===== config.mk =====
export PLATFORM = sky130hd
export DESIGN_NAME = vga_timing_gen
export DESIGN_NICKNAME = d
export VERILOG_FILES = /design/src/rtl/vga_pkg.sv /design/src/rtl/vga_axis_counter.sv /design/src/rtl/vga_timing_gen.sv
export SDC_FILE = /design/constraint.sdc
export NUM_CORES = 1
export LEC_CHECK = 0
export CORE_UTILIZATION = 46
export CTS_CLUSTER_SIZE = 8
export DETAILED_ROUTE_END_ITERATION = 10
export DONT_BUFFER_PORTS = 1
export HOLD_SLACK_MARGIN = 0.08
export PLACE_DENSITY = 0.6
export REMOVE_ABC_BUFFERS = 1
export SYNTH_ARGS = -nofsm -noshare
export SYNTH_HDL_FRONTEND = slang
export SYNTH_SLANG_ARGS = --single-unit

===== constraint.sdc =====
create_clock -name clk75MHz -period 17.1 [get_ports clk75MHz]
set_input_delay 4.275 -clock clk75MHz [delete_from_list [all_inputs] [get_ports clk75MHz]]
set_output_delay 4.275 -clock clk75MHz [all_outputs]
set_load 0.005 [all_outputs]

===== src/rtl/vga_pkg.sv =====
// Shared VGA timing defaults, the per-axis timing record and its validity rule.
package vga_pkg;

    localparam int TF_W = 16;

    localparam int X_W_DEF      = 11;
    localparam int Y_W_DEF      = 10;
    localparam int H_ACTIVE_DEF = 1024;
    localparam int H_TOTAL_DEF  = 1328;
    localparam int HS_START_DEF = 1048;
    localparam int HS_END_DEF   = 1184;
    localparam int V_ACTIVE_DEF = 768;
    localparam int V_TOTAL_DEF  = 806;
    localparam int VS_START_DEF = 771;
    localparam int VS_END_DEF   = 777;

    typedef struct packed {
        logic [TF_W-1:0] active;
        logic [TF_W-1:0] total;
        logic [TF_W-1:0] sync_start;
        logic [TF_W-1:0] sync_end;
    } axis_timing_t;

    typedef struct packed {
        axis_timing_t h;
        axis_timing_t v;
    } timing_set_t;

    function automatic axis_timing_t make_axis(input int active, input int total,
                                               input int sync_start, input int sync_end);
        axis_timing_t t;
        t.active     = TF_W'(active);
        t.total      = TF_W'(total);
        t.sync_start = TF_W'(sync_start);
        t.sync_end   = TF_W'(sync_end);
        return t;
    endfunction

    // Active region must sit strictly inside the line, sync window after it and non-empty.
    function automatic logic axis_timing_ok(input axis_timing_t t);
        return (t.active < t.total) && (t.active <= t.sync_start) &&
               (t.sync_start < t.sync_end) && (t.sync_end <= t.total) &&
               (t.total >= TF_W'(2));
    endfunction

endpackage


===== src/rtl/vga_axis_counter.sv =====
// One display axis: wrapping position counter plus combinational active/sync decode.
// Position advances by one on each step; wraps to zero at total-1.
module vga_axis_counter
    import vga_pkg::*;
#(
    parameter int W = 11
) (
    input  logic         clk,
    input  logic         rst,
    input  logic         step,
    input  axis_timing_t timing,
    output logic [W-1:0] pos,
    output logic         at_last,
    output logic         at_first,
    output logic         in_active,
    output logic         in_sync
);

    logic [TF_W-1:0] pos_ext;

    assign pos_ext   = TF_W'(pos);
    // >= rather than == so a counter can never run past the end of the axis.
    assign at_last   = pos_ext >= (timing.total - TF_W'(1));
    assign at_first  = (pos == '0);
    assign in_active = pos_ext < timing.active;
    assign in_sync   = (pos_ext >= timing.sync_start) && (pos_ext < timing.sync_end);

    always_ff @(posedge clk or posedge rst) begin
        if (rst) begin
            pos <= '0;
        end else if (step) begin
            pos <= at_last ? '0 : pos + W'(1);
        end
    end

endmodule


===== src/rtl/vga_timing_gen.sv =====
// Runtime-reconfigurable VGA raster timing; outputs registered one cycle after the counters.
// New configs are shadowed and committed at frame wrap; cfg_ready stays low while one is pending.
module vga_timing_gen
    import vga_pkg::*;
#(
    parameter int X_W      = X_W_DEF,
    parameter int Y_W      = Y_W_DEF,
    parameter int H_ACTIVE = H_ACTIVE_DEF,
    parameter int H_TOTAL  = H_TOTAL_DEF,
    parameter int HS_START = HS_START_DEF,
    parameter int HS_END   = HS_END_DEF,
    parameter bit HS_POL   = 1'b0,
    parameter int V_ACTIVE = V_ACTIVE_DEF,
    parameter int V_TOTAL  = V_TOTAL_DEF,
    parameter int VS_START = VS_START_DEF,
    parameter int VS_END   = VS_END_DEF,
    parameter bit VS_POL   = 1'b0
) (
    input  logic           clk75MHz,
    input  logic           reset,
    input  logic           en,
    input  logic           cfg_valid,
    output logic           cfg_ready,
    input  logic [X_W-1:0] cfg_h_active,
    input  logic [X_W-1:0] cfg_h_total,
    input  logic [X_W-1:0] cfg_hs_start,
    input  logic [X_W-1:0] cfg_hs_end,
    input  logic [Y_W-1:0] cfg_v_active,
    input  logic [Y_W-1:0] cfg_v_total,
    input  logic [Y_W-1:0] cfg_vs_start,
    input  logic [Y_W-1:0] cfg_vs_end,
    output logic           cfg_err,
    output logic [X_W-1:0] pix_x,
    output logic [Y_W-1:0] pix_y,
    output logic           hsync,
    output logic           vsync,
    output logic           visible,
    output logic           line_start,
    output logic           frame_start
);

    localparam timing_set_t RESET_SET = '{
        h: make_axis(H_ACTIVE, H_TOTAL, HS_START, HS_END),
        v: make_axis(V_ACTIVE, V_TOTAL, VS_START, VS_END)
    };

    timing_set_t    act_set;
    timing_set_t    shadow_set;
    timing_set_t    cfg_set;
    logic           pending;
    logic           cfg_fire;
    logic           cfg_ok;
    logic           frame_wrap;

    logic [X_W-1:0] x;
    logic [Y_W-1:0] y;
    logic           x_last, x_first, x_act, x_sync;
    logic           y_last, y_first, y_act, y_sync;

    assign cfg_set.h = '{active:     TF_W'(cfg_h_active),
                         total:      TF_W'(cfg_h_total),
                         sync_start: TF_W'(cfg_hs_start),
                         sync_end:   TF_W'(cfg_hs_end)};
    assign cfg_set.v = '{active:     TF_W'(cfg_v_active),
                         total:      TF_W'(cfg_v_total),
                         sync_start: TF_W'(cfg_vs_start),
                         sync_end:   TF_W'(cfg_vs_end)};

    assign cfg_ready  = !pending;
    assign cfg_fire   = cfg_valid && cfg_ready;
    assign cfg_ok     = axis_timing_ok(cfg_set.h) && axis_timing_ok(cfg_set.v);
    assign frame_wrap = en && x_last && y_last;

    vga_axis_counter #(.W(X_W)) u_x_axis (
        .clk       (clk75MHz),
        .rst       (reset),
        .step      (en),
        .timing    (act_set.h),
        .pos       (x),
        .at_last   (x_last),
        .at_first  (x_first),
        .in_active (x_act),
        .in_sync   (x_sync)
    );

    vga_axis_counter #(.W(Y_W)) u_y_axis (
        .clk       (clk75MHz),
        .rst       (reset),
        .step      (en && x_last),
        .timing    (act_set.v),
        .pos       (y),
        .at_last   (y_last),
        .at_first  (y_first),
        .in_active (y_act),
        .in_sync   (y_sync)
    );

    // Accept and commit are mutually exclusive: accept needs !pending, commit needs pending.
    always_ff @(posedge clk75MHz or posedge reset) begin
        if (reset) begin
            act_set    <= RESET_SET;
            shadow_set <= RESET_SET;
            pending    <= 1'b0;
            cfg_err    <= 1'b0;
        end else begin
            cfg_err <= 1'b0;
            if (frame_wrap && pending) begin
                act_set <= shadow_set;
                pending <= 1'b0;
            end else if (cfg_fire) begin
                if (cfg_ok) begin
                    shadow_set <= cfg_set;
                    pending    <= 1'b1;
                end else begin
                    cfg_err <= 1'b1;
                end
            end
        end
    end

    always_ff @(posedge clk75MHz or posedge reset) begin
        if (reset) begin
            pix_x       <= '0;
            pix_y       <= '0;
            hsync       <= ~HS_POL;
            vsync       <= ~VS_POL;
            visible     <= 1'b0;
            line_start  <= 1'b0;
            frame_start <= 1'b0;
        end else if (en) begin
            pix_x       <= x;
            pix_y       <= y;
            hsync       <= x_sync ? HS_POL : ~HS_POL;
            vsync       <= y_sync ? VS_POL : ~VS_POL;
            visible     <= x_act && y_act;
            line_start  <= x_first;
            frame_start <= x_first && y_first;
        end else begin
            hsync       <= ~HS_POL;
            vsync       <= ~VS_POL;
            visible     <= 1'b0;
            line_start  <= 1'b0;
            frame_start <= 1'b0;
        end
    end

endmodule


## Yosys cells after proc, flatten, opt, wreduce, memory -nomap -nowiden

Cells that the tools add are included.

- Multiplexer cells: 15
- $add $sub $neg: 4
- Reduce and logical (&&, ||, !) cells: 24
- Magnitude comparators: 18
- Bitwise logic cells: 1

Operator list:

| kind | number |
|---|---|
| less-than comparator 11 bit | 4 |
| less-than comparator 10 bit | 4 |
| less-or-equal comparator 11 bit | 2 |
| less-or-equal comparator 10 bit | 2 |
| logical AND 1 bit | 17 |
| >= comparator 10 x 16 -> 1 bit | 1 |
| >= comparator 11 x 16 -> 1 bit | 1 |
| 2-to-1 mux 1 bit | 13 |
| subtractor 11 x 1 -> 12 bit (second input constant) | 1 |
| adder 11 x 1 -> 11 bit (second input constant) | 1 |
| >= comparator 11 bit | 1 |
| >= comparator 11 x 2 -> 1 bit (second input constant) | 1 |
| zero test 11 bit | 1 |
| 2-to-1 mux 11 bit | 1 |
| subtractor 10 x 1 -> 11 bit (second input constant) | 1 |
| adder 10 x 1 -> 10 bit (second input constant) | 1 |
| >= comparator 10 bit | 1 |
| >= comparator 10 x 2 -> 1 bit (second input constant) | 1 |
| zero test 10 bit | 1 |
| 2-to-1 mux 10 bit | 1 |
| nonzero test 2 bit | 2 |
| AND reduction 3 bit | 1 |
| AND reduction 2 bit | 1 |
| zero test 1 bit | 1 |
| NOT 1 bit | 1 |

- Logic and storage cells: 89
- Bits of input ports: 88
- Flip-flop bits (word level): 217
- Output and inout port bits: 28

## Logic depth before layout (Yosys ltp)

Gate-level depths: netlist of the first run.

- Depth after elaboration: 9
- Mapped depth: 15
- Mapped depth without buffers: 13

## Cells and area by module

From an unflattened synthesis of the first run, not the netlist that was laid out.

- Cells, all modules: 1147
- Area total of the unflattened synthesis: 13125.1 µm²

Modules (own cells, without submodules):

| module | area each (µm²) | sequential area each (µm²) | times used | cells an instance |
|---|---|---|---|---|
| vga_timing_gen | 9451.6 | 4972.3 | 1 | 695 |
| vga_axis_counter at u_x_axis | 1924.3 | 275.3 | 1 | 239 |
| vga_axis_counter at u_y_axis | 1749.2 | 250.2 | 1 | 213 |

## Least setup slack after synthesis of the first run

Ideal clock, no wire load.

- Path kind: input to register
- From: in cfg_h_total[4]
- To: reg shadow_set[112] (netlist name)
- Arrival time: 6.454 ns
- Data required time: 16.975 ns
- Setup slack: 10.521 ns
- Setup time: 0.125 ns
- Buffers on the path: 2
- Cell stages on the path: 10
- Path through: inv_1 -> ha_1 -> a21o_1 -> a221o_1 -> a2111o_1 -> nor3_1 -> nand4b_1 -> buf_4 -> buf_6 -> mux2_4

- Word-level cells in the longest chain between the ends: 7
- Elaborated cells on any way between the ends: 9
- Classes of those cells: order compare: 3; reduce/logical: 6

Ends and longest elaborated chain:

| what | line | text |
|---|---|---|
| from (decl) | vga_timing_gen.sv:25 | `input logic [X_W-1:0] cfg_h_total,` |
| less-than comparator 11 bit | vga_pkg.sv:41 | `return (t.active < t.total) && (t.active <= t.sync_start) &&` |
| logical AND 1 bit (2 in a row) | vga_pkg.sv:41 |  |
| logical AND 1 bit | vga_pkg.sv:42 | `(t.sync_start < t.sync_end) && (t.sync_end <= t.total) &&` |
| logical AND 1 bit (*) | vga_pkg.sv:42 |  |
| logical AND 1 bit (*) | vga_timing_gen.sv:71 | `assign cfg_ok = axis_timing_ok(cfg_set.h) && axis_timing_ok(cfg_set.v);` |
| AND reduction 3 bit (no source line) (*) | -- |  |
| to (signal assigned) | vga_timing_gen.sv:112 | `shadow_set <= cfg_set;` |
| to (decl) | vga_timing_gen.sv:48 | `timing_set_t shadow_set;` |

Every way passes the cells marked *; elsewhere a longest branch is shown, timed or not.
A chain may end at the register's enable or synchronous reset.

## Worst setup path in the final report of the first run

- From: in cfg_v_total[3]
- To: reg shadow_set[114] (netlist name)

- Word-level cells in the longest chain between the ends: 7
- Elaborated cells on any way between the ends: 9
- Classes of those cells: order compare: 3; reduce/logical: 6

Ends and longest elaborated chain:

| what | line | text |
|---|---|---|
| from (decl) | vga_timing_gen.sv:29 | `input logic [Y_W-1:0] cfg_v_total,` |
| less-than comparator 10 bit | vga_pkg.sv:41 |  |
| logical AND 1 bit (2 in a row) | vga_pkg.sv:41 |  |
| logical AND 1 bit | vga_pkg.sv:42 |  |
| logical AND 1 bit (*) | vga_pkg.sv:42 |  |
| logical AND 1 bit (*) | vga_timing_gen.sv:71 |  |
| AND reduction 3 bit (no source line) (*) | -- |  |

Marked as above.

==> results.tsv, run 1 <==
metric	value	unit
track_usage	0.212	
placementRows	60	
place.port_buffers	0	
antenna_left	0	
fin_hold_ws	0.477	ns
switching_share	0.256	
fin_skew	0.0134	ns
dpl.hpwl	22.0	mm
p_leak	7.17	nW
tns	0	ns
first_iter_violations	384	
drive_above_1_share	0.212	
fin_util	0.517	
end_kind	flop	
area_growth	9.66	%
vias	8121	
cts.sinks	217	
cts_tree	yes	
synth_top_area_frac	0.318	
yosys.cell_types.count	64	
drc	0	
synth_edf_count	0	
fin_crit	6.51	ns
hp-class	flop to flop	
start_kind	primary input	
final_area	14100	um^2
rr_worst_depth	12	
postCtsSetupBuffers	0	
switchingPower	0.317	mW
chipHeight	169	um
dp_slack	9.99	ns
die_x	169	um
cts-htree-levels	1	
synth_top_area_cell	dfrtp_1	
cts.clk_slew.worst_paths	0.05	ns
cts_resized	0	
rsz0062_at_grt	no	
synth-async-reset-ratio	1.00	
overflow	0	
combPwrFrac	0.101	
grt_use_met2	0.319	
synthFlopType	dfrtp_1	
ctsHoldBuffers	0	
maxSlewHeadroom	0.333	
ir_drop	0.0000767	V
tightest_slew	1.00	ns
syn_inst	1097	
ios	116	
grt_max_degree	81	
drv_cap	0	
synth_seq_cells	217	
worstPathArrival	6.95	ns
clockRootBuffer	clkbuf_16	
cp_data_required_time	17.53	ns
met3_usage	0.0388	
clock.fmax	0.154	GHz
place_congestion	0.837	
clkPwrFrac	0.450	
nets	1366	
status	finished clean	
syn-mean-instance-area	11.7	um^2
avgRoutedWirePerCell	19.5	um
first_pass_iters	4	
crit_fanout	57	
diodes	0	
grt_pass1_vias	8214	
grt_pass1_wl	46.7	mm
core-area	27200	um^2
worst_skew_pair.late_latency	0.56	ns
grt-busiest-layer	met2	
die_area	28500	um^2
mappedNetlistArea	12800	um^2
cts_buffers	31	
fin_crit_sh	0.381	
routed_wl	29.3	mm
ys_warn_count	0	
seq_area_frac_synth	0.429	
fillers	2492	
final-setup-viol-count	0	
worstSetupPathType	primary input to flop	
vias_per_cell	5.40	
intPower	0.920	mW
synth_area_leaders	dfrtp_1, ha_1, dfstp_2	
antenna_found_initial	1	
post-route-worst-setup-slack	10.59	ns
seqPwrFrac	0.449	
grt_use_met1	0.308	
ctsLongestPathBuffers	3	
hold_violations	0	
min_path_cells	1	
powerDensity	88.0	nW/um^2
post_dp_cell_area	13200	um^2
start_util	0.472	
drv_slew	0	
[cell usage after synthesis, types with 4 or more instances]
cell type    n
nand2b_1    18
o21a_1       4
mux2_2      90
xnor2_1     16
inv_1      138
mux2_4      49
a22o_1       8
a21oi_1     30
o211ai_1     6
xor2_1       7
mux2_1      49
nand4_1     20
or3_1        5
nor2b_1      9
nand2_1     27
buf_1        4
and3_1       7
a211oi_1    15
a2111oi_0    4
a21o_1      30
buf_6       10
dfstp_2     54
ha_1       166
o21ai_0     32
nor4_1      10
nor3_1      18
dfrtp_1    163
nand3_1     12
nor2_1      38
and4_1       4
o22ai_1      5
clkbuf_1     6
[critical path: stages]
cell and delay [ns]:
inv_1 0.05, ha_1 0.32, a21oi_1 0.13, o21ai_0 0.09, a2111oi_0 0.56, o22ai_1 0.25, nor3_1 0.21, nand4b_1 0.15
buf_4 0.45, mux2_4 0.42
[worst paths after layout]
check / start / end / slack, ns
hold / removal: shadow_set[103]$_DFFE_PP0P_ / act_set[103]$_DFFE_PP0P_ / 0.48
setup / recovery: cfg_v_total[3] / shadow_set[114]$_DFFE_PP0P_ / 10.59
hold reg to reg: shadow_set[103]$_DFFE_PP0P_ / act_set[103]$_DFFE_PP0P_ / 0.48
max in group asynchronous: reset / act_set[49]$_DFFE_PP0P_ / 11.32
min in group asynchronous: reset / pix_x[8]$_DFFE_PP0P_ / 3.64
setup reg to reg: act_set[98]$_DFFE_PP0P_ / act_set[52]$_DFFE_PP0P_ / 12.70
[layout by cell type (no fill, tap or decap), types with 20 or more instances in the layout]
cell       instances
a21o_1            30
a21oi_1           30
clkbuf_1          20
clkbuf_16         31
dfrtp_1          163
dfstp_2           54
ha_1             166
inv_1            137
mux2_1            49
mux2_2            90
mux2_4            49
nand2_1           27
nand4_1           20
nor2_1            38
o21ai_0           32
[power by group through the flow]
stage	combinational (mW)	clock, mW	sequential (mW)
after floorplan	0.0944	0	0.551
after global placement	0.122	0	0.563
after detailed placement	0.126	0	0.563
after CTS	0.127	0.573	0.555
after global routing	0.146	0.595	0.557
final	0.125	0.557	0.555
[cell families (layout without fill, tap and decap cells)]
logic type | after synthesis | in the layout | share of synthesized area
multiplexers | 188 | 188 | 0.180
adder cells (fa/ha/maj) | 166 | 166 | 0.162
XOR/XNOR | 23 | 23 | 0.0157
buffers and inverters | 163 | 198 | 0.0545
AO/OA/AOI/OAI | 158 | 158 | 0.0834
AND/OR/NAND/NOR | 182 | 182 | 0.0758
flip-flops | 217 | 217 | 0.429
[through the flow]
| stage | power (mW) | std cells |
|---|---|---|
| after floorplan | 0.646 | 1072 |
| after global placement | 0.684 | 1451 |
| after detailed placement | 0.689 | 1451 |
| after CTS | 1.26 | 1504 |
| after global routing | 1.30 | 1504 |
| final | 1.24 | 1504 |
[layout make-up]
type	instances	area, um^2	share of cell area
clock buffers	51	851	0.0605
inverters	138	526	0.0374
flip-flops and latches	217	5500	0.391
clock inverters	2	28.8	0.00205
well taps	372	465	0.0331
multi-input cells	717	6630	0.472
repair buffers	7	52.6	0.00374
[state kept, by name, summed over array words and instances, names as in the netlist]
| name | flops |
|---|---|
| pix_y | 10 |
| line_start | 1 |
| shadow_set | 84 |
| visible | 1 |
| vsync | 1 |
| cfg_err | 1 |
| pending | 1 |
| hsync | 1 |
| pix_x | 11 |
| frame_start | 1 |
| u_x_axis.pos | 11 |
| u_y_axis.pos | 10 |
| act_set | 84 |
[layer usage]
layer  share of wire  routed length (um)  up-vias
met5               0                   0        -
met4           0.033                 966        0
met3           0.057                1660       54
met2            0.43               12600      157
met1            0.48               14100     3960
li1                -                   -     3950
(Power assumes the default switching activity.)
==> run 2: changes to the inputs <==
==> constraint.sdc (replaced) <==
create_clock -name clk75MHz -period 6 [get_ports clk75MHz]
set_input_delay 1.5 -clock clk75MHz [delete_from_list [all_inputs] [get_ports clk75MHz]]
set_output_delay 1.5 -clock clk75MHz [all_outputs]
set_load 0.005 [all_outputs]
==> results.tsv, run 2 (synthesized netlist as in run 1, its figures left out) <==
metric	value	unit	change
status	finished clean		
hold_violations	0		unchanged
routed_wl	29.6	mm	+0.98%
maxSlewHeadroom	0.392		+0.0582
layout_common_cells	ha_1, dfrtp_1, inv_1		
grt_max_degree	131		+62%
postCtsSetupBuffers	0		unchanged
place.port_buffers	0		unchanged
rr_worst_depth	14		+2
end_kind	flop		
power	3.52	mW	+180%
worst_skew_pair.late_latency	0.55	ns	about the same
start_kind	flop		
fin_crit_sh	0.695		
first_iter_violations	513		+34%
tns	0	ns	unchanged
cts_resized	0		unchanged
placed_cells	1452		+0.069%
final_cells	1509		+0.33%
die_x	169	um	unchanged
dpl.hpwl	22.1	mm	+0.16%
drv_cap	0		unchanged
cts_tree	yes		
cp_data_required_time	6.43	ns	-11.10 ns
antenna_found_initial	0		-1
cts.clk_slew.worst_paths	0.05	ns	about the same
diodes	0		unchanged
met1Wirelength	14.5	mm	+2.4%
reg2reg_from	act_set[98]$_DFFE_PP0P_		
avgRoutedWirePerCell	19.6	um	+0.64%
start_util	0.472		unchanged
drc	0		unchanged
met3WireLength	1.65	mm	-0.66%
top_regs	act_set: 84 flops, shadow_set: 84 flops		
fin_crit	4.17	ns	
tightest_slew	0.912	ns	-0.0873 ns
final_area	14100	um^2	+0.26%
crit_fanout	46		-19%
cts_buffers	31		unchanged
hp-class	flop to flop		
die_area	28500	um^2	unchanged
worstPathArrival	4.60	ns	-2.35 ns
powerDensity	250	nW/um^2	+180%
ctsHoldBuffers	0		unchanged
drv_slew	0		unchanged
cts.sinks	217		unchanged
worstSetupPathType	flop to flop		
wl_met2	12.9	mm	+2.1%
clock.fmax	0.240	GHz	
ir_drop	0.000186	V	+140%
cts-htree-levels	1		unchanged
antenna_left	0		unchanged
place_congestion	0.847		+1.2%
grt_pass1_wl	47.5	mm	+1.7%
overflow	0		unchanged
vias_per_cell	5.42		+0.33%
first_pass_iters	4		unchanged
ctsLongestPathBuffers	3		unchanged
post_dp_cell_area	13200	um^2	+0.25%
final-setup-viol-count	0		unchanged
grt_pass1_vias	8361		+1.8%
fillers	2413		-3.2%
clockRootBuffer	clkbuf_16		
layout_commonest_cell	ha_1		
cp-endpoint	act_set[102]$_DFFE_PP0P_		
nets	1367		+0.073%
core-area	27200	um^2	unchanged
p_leak	7.18	nW	+0.21%
placementRows	60		unchanged
fin_skew	0.0152	ns	+0.00179 ns
ios	116		unchanged
hold_path.startpoint	shadow_set[88]$_DFFE_PP0P_		
ff2ff_setup_slack	1.83	ns	-10.87 ns
dr.max_layer_used	met4		
worstSetupStartpoint	act_set[98]$_DFFE_PP0P_		
track_usage	0.215		+0.00283
vias	8175		+0.66%
r2r_end	act_set[102]$_DFFE_PP0P_		
area_growth	9.94	%	
chipHeight	169	um	unchanged
rsz0062_at_grt	no		
fin_util	0.518		+0.00133
drive_above_1_share	0.212		about the same
## run 2: per-layer routing
| layer | up-vias | GRT usage |
|---|---|---|
| met1 | 4025 | 0.311 |
| met4 | 0 | 0.0561 |
| li1 | 3961 | - |
| met2 | 146 | 0.328 |
| met5 | - | 0 |
| met3 | 43 | 0.0442 |
## run 2: final cells by class
cell class / instances / area, um^2 / area share
inverter: 138 / 526 / 0.0373
clock buffer: 55 / 866 / 0.0615
multi-input combinational: 717 / 6630 / 0.471
clock inverter: 2 / 17.5 / 0.00124
sequential: 217 / 5500 / 0.390
timing repair buffer: 8 / 85.1 / 0.00604
tap: 372 / 465 / 0.0330
## run 2: how the worst min path moves through the flow
stage | endpoint | slack [ns] | cells after the start
detailed placement | act_set[87]$_DFFE_PP0P_ | 0.47 | 1
floorplan | act_set[102]$_DFFE_PP0P_ | 0.45 | 1
global route | act_set[85]$_DFFE_PP0P_ | 0.49 | 1
CTS | act_set[85]$_DFFE_PP0P_ | 0.48 | 1
global placement | act_set[85]$_DFFE_PP0P_ | 0.46 | 1
finish | act_set[88]$_DFFE_PP0P_ | 0.48 | 1
## run 2: where the power goes
group          leakage [nW]  total (mW)  internal, mW  switching (mW)
Sequential             2.78        1.58          1.51          0.0748
Clock                 0.419        1.59         0.961           0.630
Combinational          3.98       0.350         0.161           0.189
## run 2: per-stage QoR
stage | hold slack, ns | setup WS [ns]
finish | 0.475 | 1.83
global route | 0.492 | 1.50
CTS | 0.482 | 1.79
detailed placement | 0.471 | 1.79
global placement | 0.463 | 1.86
floorplan | 0.453 | -1.49
## run 2: critical path, stage by stage, from the launching register on
cell and delay [ns]:
dfrtp_1 0.42, or4_1 0.59, nor3_2 0.19, nand2_1 0.11, xor2_1 0.15, ha_1 0.29, a21o_1 0.18, a21o_1 0.17
a21o_1 0.19, nand3_1 0.09, o21ai_2 0.05, buf_4 0.21, nand3_4 0.54, buf_4 0.46, mux2_1 0.37
